--- config.mk ---
export PLATFORM = sky130hd
export DESIGN_NAME = ci_dispatch_sequencer
export DESIGN_NICKNAME = d
export VERILOG_FILES = /design/src/rtl/ci_dispatch_pkg.sv /design/src/rtl/ci_id_decoder.sv /design/src/rtl/ci_dispatch_sequencer.sv
export SDC_FILE = /design/constraint.sdc
export NUM_CORES = 1
export LEC_CHECK = 0
export CORE_ASPECT_RATIO = 0.75
export CORE_MARGIN = 2
export CORE_UTILIZATION = 42
export CTS_BUF_LIST = sky130_fd_sc_hd__clkbuf_8
export CTS_CLUSTER_SIZE = 30
export DETAILED_ROUTE_END_ITERATION = 8
export HOLD_SLACK_MARGIN = 0.05
export PLACE_DENSITY = 0.89
export SETUP_SLACK_MARGIN = 0.15
export SLEW_MARGIN = 20
export SYNTH_ARGS = -nofsm -noshare
export SYNTH_HDL_FRONTEND = slang
export SYNTH_SLANG_ARGS = --single-unit
--- constraint.sdc ---
create_clock -name clock -period 3.1 [get_ports clock]
set_input_delay 0.62 -clock clock [delete_from_list [all_inputs] [get_ports clock]]
set_output_delay 0.62 -clock clock [all_outputs]
set_load 0.01 [all_outputs]
--- src/rtl/ci_dispatch_pkg.sv ---
`default_nettype none
// ============================================================================
// Module      : ci_dispatch_pkg
// Description : Shared state encoding and constants for the CI dispatch block.
// Revision    : 1.0 - initial release
// ============================================================================
package ci_dispatch_pkg;

  localparam int          CI_ID_W       = 8;
  localparam logic [31:0] CI_ERR_RESULT = 32'h0;

  typedef enum logic [1:0] {
    IDLE    = 2'd0,
    ISSUE   = 2'd1,
    WAIT    = 2'd2,
    RESPOND = 2'd3
  } state_t;

endpackage
`default_nettype wire

--- src/rtl/ci_id_decoder.sv ---
`default_nettype none
// ============================================================================
// Module      : ci_id_decoder
// Description : Priority match of a CI id against the packed per-unit id table.
// Revision    : 1.0 - initial release
// ============================================================================
module ci_id_decoder
  import ci_dispatch_pkg::*;
#(
  parameter int                     NR_UNITS = 4,
  parameter logic [8*NR_UNITS-1:0]  UNIT_IDS = {8'h03, 8'h02, 8'h01, 8'h00},
  parameter int                     SEL_W    = (NR_UNITS > 1) ? $clog2(NR_UNITS) : 1
) (
  input  logic [CI_ID_W-1:0] i_ci_n,
  output logic               o_hit,
  output logic [SEL_W-1:0]   o_sel
);

  // Scan from the top down so the lowest matching index is the last writer.
  always_comb begin
    o_hit = 1'b0;
    o_sel = '0;
    for (int k = NR_UNITS - 1; k >= 0; k--) begin
      if (UNIT_IDS[8*k +: 8] == i_ci_n) begin
        o_hit = 1'b1;
        o_sel = SEL_W'(k);
      end
    end
  end

endmodule
`default_nettype wire

--- src/rtl/ci_dispatch_sequencer.sv ---
`default_nettype none
// ============================================================================
// Module      : ci_dispatch_sequencer
// Description : Dispatches CPU custom-instruction requests to CI units and
//               returns a one-cycle done/result, with error on miss or hang.
// Revision    : 1.0 - initial release
// ============================================================================
module ci_dispatch_sequencer
  import ci_dispatch_pkg::*;
#(
  parameter int                     NR_UNITS       = 4,
  parameter logic [8*NR_UNITS-1:0]  UNIT_IDS       = {8'h03, 8'h02, 8'h01, 8'h00},
  parameter int                     TIMEOUT_CYCLES = 255
) (
  input  logic                     clock,
  input  logic                     reset,
  input  logic                     ciStart,
  input  logic [CI_ID_W-1:0]       ciN,
  input  logic [31:0]              ciValueA,
  input  logic [31:0]              ciValueB,
  output logic                     ciDone,
  output logic [31:0]              ciResult,
  output logic                     ciError,
  output logic                     busy,
  output logic [NR_UNITS-1:0]      unitStart,
  output logic [31:0]              unitValueA,
  output logic [31:0]              unitValueB,
  input  logic [NR_UNITS-1:0]      unitDone,
  input  logic [32*NR_UNITS-1:0]   unitResult
);

  localparam int SEL_W = (NR_UNITS > 1) ? $clog2(NR_UNITS) : 1;
  localparam int CNT_W = (TIMEOUT_CYCLES > 0) ? $clog2(TIMEOUT_CYCLES + 1) : 1;
  localparam logic [CNT_W-1:0] c_timeout = CNT_W'(TIMEOUT_CYCLES);
  localparam logic [CNT_W-1:0] c_cnt_max = '1;

  state_t               r_state;
  state_t               w_state_nxt;
  logic [SEL_W-1:0]     r_sel;
  logic [CNT_W-1:0]     r_cnt;
  logic [CNT_W-1:0]     w_cnt_inc;
  logic [CNT_W-1:0]     w_cnt_nxt;
  logic                 w_hit;
  logic [SEL_W-1:0]     w_dec_sel;
  logic                 w_sel_done;
  logic [31:0]          w_sel_result;
  logic                 w_timeout;
  logic                 w_load;
  logic [NR_UNITS-1:0]  w_start_nxt;
  logic                 w_done_nxt;
  logic                 w_busy_nxt;
  logic [31:0]          w_res_nxt;
  logic                 w_err_nxt;

  ci_id_decoder #(
    .NR_UNITS (NR_UNITS),
    .UNIT_IDS (UNIT_IDS),
    .SEL_W    (SEL_W)
  ) u_decoder (
    .i_ci_n (ciN),
    .o_hit  (w_hit),
    .o_sel  (w_dec_sel)
  );

  // Only the selected unit's done/result lane is ever looked at.
  always_comb begin
    w_sel_done   = 1'b0;
    w_sel_result = '0;
    for (int k = 0; k < NR_UNITS; k++) begin
      if (r_sel == SEL_W'(k)) begin
        w_sel_done   = unitDone[k];
        w_sel_result = unitResult[32*k +: 32];
      end
    end
  end

  assign w_cnt_inc = (r_cnt == c_cnt_max) ? r_cnt : r_cnt + 1'b1;
  assign w_timeout = (TIMEOUT_CYCLES != 0) && (w_cnt_inc == c_timeout);
  assign w_load    = (r_state == IDLE) && ciStart && w_hit;

  always_ff @(posedge clock or negedge reset) begin
    if (!reset) begin
      r_state    <= IDLE;
      r_sel      <= '0;
      r_cnt      <= '0;
      unitStart  <= '0;
      unitValueA <= '0;
      unitValueB <= '0;
      ciDone     <= 1'b0;
      ciResult   <= '0;
      ciError    <= 1'b0;
      busy       <= 1'b0;
    end else begin
      r_state   <= w_state_nxt;
      r_cnt     <= w_cnt_nxt;
      unitStart <= w_start_nxt;
      ciDone    <= w_done_nxt;
      ciResult  <= w_res_nxt;
      ciError   <= w_err_nxt;
      busy      <= w_busy_nxt;
      if (w_load) begin
        r_sel      <= w_dec_sel;
        unitValueA <= ciValueA;
        unitValueB <= ciValueB;
      end
    end
  end

  always_comb begin
    w_state_nxt = r_state;
    case (r_state)
      IDLE: begin
        if (ciStart) w_state_nxt = w_hit ? ISSUE : RESPOND;
      end
      ISSUE: begin
        w_state_nxt = w_sel_done ? RESPOND : WAIT;
      end
      WAIT: begin
        if (w_sel_done || w_timeout) w_state_nxt = RESPOND;
      end
      RESPOND: begin
        w_state_nxt = IDLE;
      end
      default: begin
        w_state_nxt = IDLE;
      end
    endcase
  end

  // Output registers are loaded from the state being entered, so every
  // output reflects the current state one edge after the decision.
  always_comb begin
    w_start_nxt = '0;
    w_done_nxt  = (w_state_nxt == RESPOND);
    w_busy_nxt  = (w_state_nxt != IDLE);
    w_res_nxt   = '0;
    w_err_nxt   = 1'b0;
    w_cnt_nxt   = (r_state == WAIT) ? w_cnt_inc : '0;
    if (w_load) w_start_nxt = NR_UNITS'(1) << w_dec_sel;
    if (w_state_nxt == RESPOND) begin
      if (r_state != IDLE && w_sel_done) begin
        w_res_nxt = w_sel_result;
      end else begin
        w_res_nxt = CI_ERR_RESULT;
        w_err_nxt = 1'b1;
      end
    end
  end

endmodule
`default_nettype wire

==> summary by stage <==
Finish
The commonest non-fill, non-tap cell in the layout is sky130_fd_sc_hd__clkdlybuf4s50_1. In the layout the commonest cells are sky130_fd_sc_hd__clkdlybuf4s50_1, sky130_fd_sc_hd__nand2_1, sky130_fd_sc_hd__dfrtp_1. The proportion of layout cells with a drive suffix above 1 is between 10% and 20%. Compared with the post-synthesis result, the final layout area differs by 69.6%. The post-route non-filler standard cell count is around 980. The sequential cells in the finished layout cover a total of between 2000 and 3000 µm².

The number of nets in the final layout is 1,007. The total area of multi-input combinational cells is ~2200 µm². The number of filler instances in the final layout is 833.

Logic synthesis
The number of nets in the synthesized netlist is between 600 and 700. The netlist area before placement is between 5000 and 6000 µm². The synthesis warning total is 0. Synthesis inferred around 120 register bits.

The register area share after synthesis is roughly 55%. The most used flip-flop cell after synthesis is sky130_fd_sc_hd__dfrtp_1. Synthesis produced 487 cells. In the synthesized netlist the async set-or-reset flop fraction comes to 100%. The number of synthesized flops with an enable pin is 0. The number of distinct library cells after synthesis is 42.

The mean cell area of the mapped netlist is 10.7 µm².

Routing
The detailed router finished its first iteration with 242 violations. The total via count after detailed routing is ~4,800. The post-route DRC violation count is 0. The final antenna-violating net count is 0. The total wire length after detailed routing is ~17,000 µm. The detailed-router iteration count before antenna repair is 4.

The detail-routed via count per cell is around 4.9. The average wire per standard cell is ~18 µm.

Timing
The part of the cycle the worst path needs is roughly two thirds. Setup repair after global routing left no endpoint under its margin. The clock period could shrink to 2.06 ns. The worst clock skew is about 0.011 ns. The final number of max-transition violations is 0. Based on the critical path, the design can be clocked at up to around 490 MHz. The count of final hold-check violations came to 0. Setup total negative slack on the finished layout was measured at 0 ns.

Hold timing on the final database bottoms out at a slack of ~0.26 ns. The setup slack of the critical path after layout is around 1.0 ns. In this run the tightest slew margin relative to its limit is between 40% and 50%. At the pin with the least slew margin, the transition time is 0.844 ns. The final number of setup-violating endpoints is 0.

Floorplanning
The floorplan row count is 35. The standard cell core area is around 12,000 µm². The die height is about 100 µm. The die covers ~13,000 µm². 310 I/O pins were placed. The initial core utilization is a little over two fifths. The floorplan step set the die width to ~130 µm.

Global routing
The via count of the first global-routing pass was a little over 5,000. Entering global routing, the biggest net connects 116 pins. The number of antenna violations at the first check in global routing is 1. The leftover overflow at the end of global routing is 0. The first-pass GRT wire length is around 27,000 µm. Global routing consumed, over all layers together, 27.0% of the routing resources.

Critical path
The worst setup path endpoint is ciResult[16]. The number of cells on the worst reg-to-reg path is 4. For this run, the slowest stage of the critical path takes 0.89 ns.

The kind of end point of the critical path is a register. The worst setup path is of the reg -> reg kind. The critical path starts at r_sel[1]. The startpoint of the worst-slack reg-to-reg timing path is r_sel[1]. Of all nets on the critical path, the largest fanout is 32.

The critical path goes through mux4_2 > o211ai_1 > buf_4 > nor2b_1. The endpoint required time on the critical path is approximately 3.4 ns. The type of origin of the critical path is a register. The data arrival at the endpoint of the critical path is about 2.4 ns.

The end of the worst register-to-register path is ciResult[16]. Setup slack on the worst reg-to-reg path comes out at around 1.0 ns. On the critical path, the stage with the largest delay is an instance of sky130_fd_sc_hd__dfrtp_1.

Clock network
CTS built an H-tree with a depth of 4. TritonCTS built the clock tree. The clock transition time at the flip-flop clock pins of the worst setup and hold paths is 0.07 ns. The number of setup buffers added after CTS is 0. The number of gates resized after cts is 0. The insertion delay of the later-clocked pin in the worst-skew pair is 0.42 ns.

The number of buffers on the longest clock path is 2. The tree built by TritonCTS fans out to ~120 sinks. The hold buffer count at CTS is 0.

The root buffer selected by CTS is sky130_fd_sc_hd__clkbuf_8. The number of buffers inserted during clock tree synthesis is 17.

Hold path
The path class of the tightest hold or removal check is in -> async.

Placement
Input and output buffers added on the ports amount to a little over 300. The placer's final routability congestion estimate is between 0.9 and 1. The HPWL after detailed placement is 13,400 µm.

OpenSTA, run right after detailed placement, puts the worst setup slack at between 0.8 and 0.9 ns. The number of placed instances with taps included is between 900 and 1,000.

Power and ir drop
The maximum VDD drop is ~0.00032 V. The power per cell area is 532 nW/µm². The analysis attributes to cell leakage a power of between 3 and 4 nW.

Outcome
The run finished with clean final reports.

Flow run
The number of max-capacitance violations reported is 0.
## per-layer routing
metal / GRT usage (%) / wire length (µm)
met5: 0 / 16
met4: 10.5 / 576
met3: 12.4 / 1650
met2: 44.9 / 8510
met1: 30.9 / 6650
## how the worst min path moves through the flow
stage	slack (ns)	endpoint	from	cells past startpoint
after floorplan	0.32	busy	reset	0
after global placement	0.46	unitValueA[10]	unitValueA[10]	2
after detailed placement	0.46	unitValueB[31]	unitValueB[31]	2
after CTS	0.28	unitValueA[15]	reset	2
after global routing	0.29	unitValueA[9]	reset	2
final	0.26	unitValueA[15]	reset	2
## layout make-up
class                   count  area share (%)
well taps                 166            2.35
clock inverters            15            1.60
inverters                   8           0.340
flip-flops and latches    115            32.6
repair buffers            317            35.9
diodes                      1          0.0283
clock buffers              17            2.65
multi-input cells         337            24.6
## sequential cells by signal, summed over array words and instances (netlist names)
register / flops
busy: 1
ciDone: 1
ciError: 1
ciResult: 32
r_cnt: 8
r_sel: 2
r_state: 2
unitStart: 4
unitValueA: 32
unitValueB: 32
## cell families after synthesis
group,Yosys count,synth area share (%)
flops,115,55.2
fa+ha+maj,4,0.960
compound gates,26,3.34
mux,34,14.4
xor+xnor,1,0.168
simple gates,272,22.7
buf+inv,35,3.17
## report_power, final
| group | total, W | switching, W | leakage (nW) | internal [W] |
|---|---|---|---|---|
| logic | 0.00148 | 0.000612 | 2.19 | 0.000866 |
| clock network | 0.00134 | 0.000632 | 0.201 | 0.000707 |
| registers | 0.00188 | 0.000150 | 1.58 | 0.00173 |
## cell usage after synthesis (2+ instances only)
| cell type | n | area share [%] |
|---|---|---|
| sky130_fd_sc_hd__nand2_1 | 206 | 15 |
| sky130_fd_sc_hd__dfrtp_1 | 115 | 55 |
| sky130_fd_sc_hd__nor2b_1 | 34 | 4.1 |
| sky130_fd_sc_hd__mux4_2 | 33 | 14 |
| sky130_fd_sc_hd__clkbuf_1 | 13 | 0.94 |
| sky130_fd_sc_hd__nor2_1 | 11 | 0.79 |
| sky130_fd_sc_hd__buf_2 | 10 | 0.96 |
| sky130_fd_sc_hd__a21oi_1 | 8 | 0.77 |
| sky130_fd_sc_hd__inv_1 | 7 | 0.50 |
| sky130_fd_sc_hd__ha_1 | 4 | 0.96 |
| sky130_fd_sc_hd__o21ai_0 | 4 | 0.38 |
| sky130_fd_sc_hd__a211oi_1 | 3 | 0.43 |
| sky130_fd_sc_hd__and3_1 | 3 | 0.36 |
| sky130_fd_sc_hd__nand3_1 | 3 | 0.29 |
| sky130_fd_sc_hd__o211ai_1 | 3 | 0.43 |
| sky130_fd_sc_hd__and2_1 | 2 | 0.24 |
| sky130_fd_sc_hd__nor3_1 | 2 | 0.19 |
| sky130_fd_sc_hd__nor4bb_1 | 2 | 0.38 |
## through the flow
stage / power (W) / cell area, µm² / utilization (%)
2_1_floorplan: 0.00251 / 5210 / -
3_3_place_gp: 0.00333 / 8460 / 69.3
3_5_place_dp: 0.00339 / 8460 / 69.3
4_1_cts: 0.00475 / 8840 / 72.3
5_1_grt: 0.00496 / 8840 / 72.3
6_report: 0.00470 / 8840 / 72.4
## worst max-delay path: cells and delay by family, from the launching register on
family	cells	cell delay, ns
buffers and inverters	1	0.35
AND/OR/NAND/NOR	1	0.11
multiplexers	1	0.45
flip-flops	1	0.89
AO/OA/AOI/OAI	1	0.11
Power figures use the tool's default switching activity.
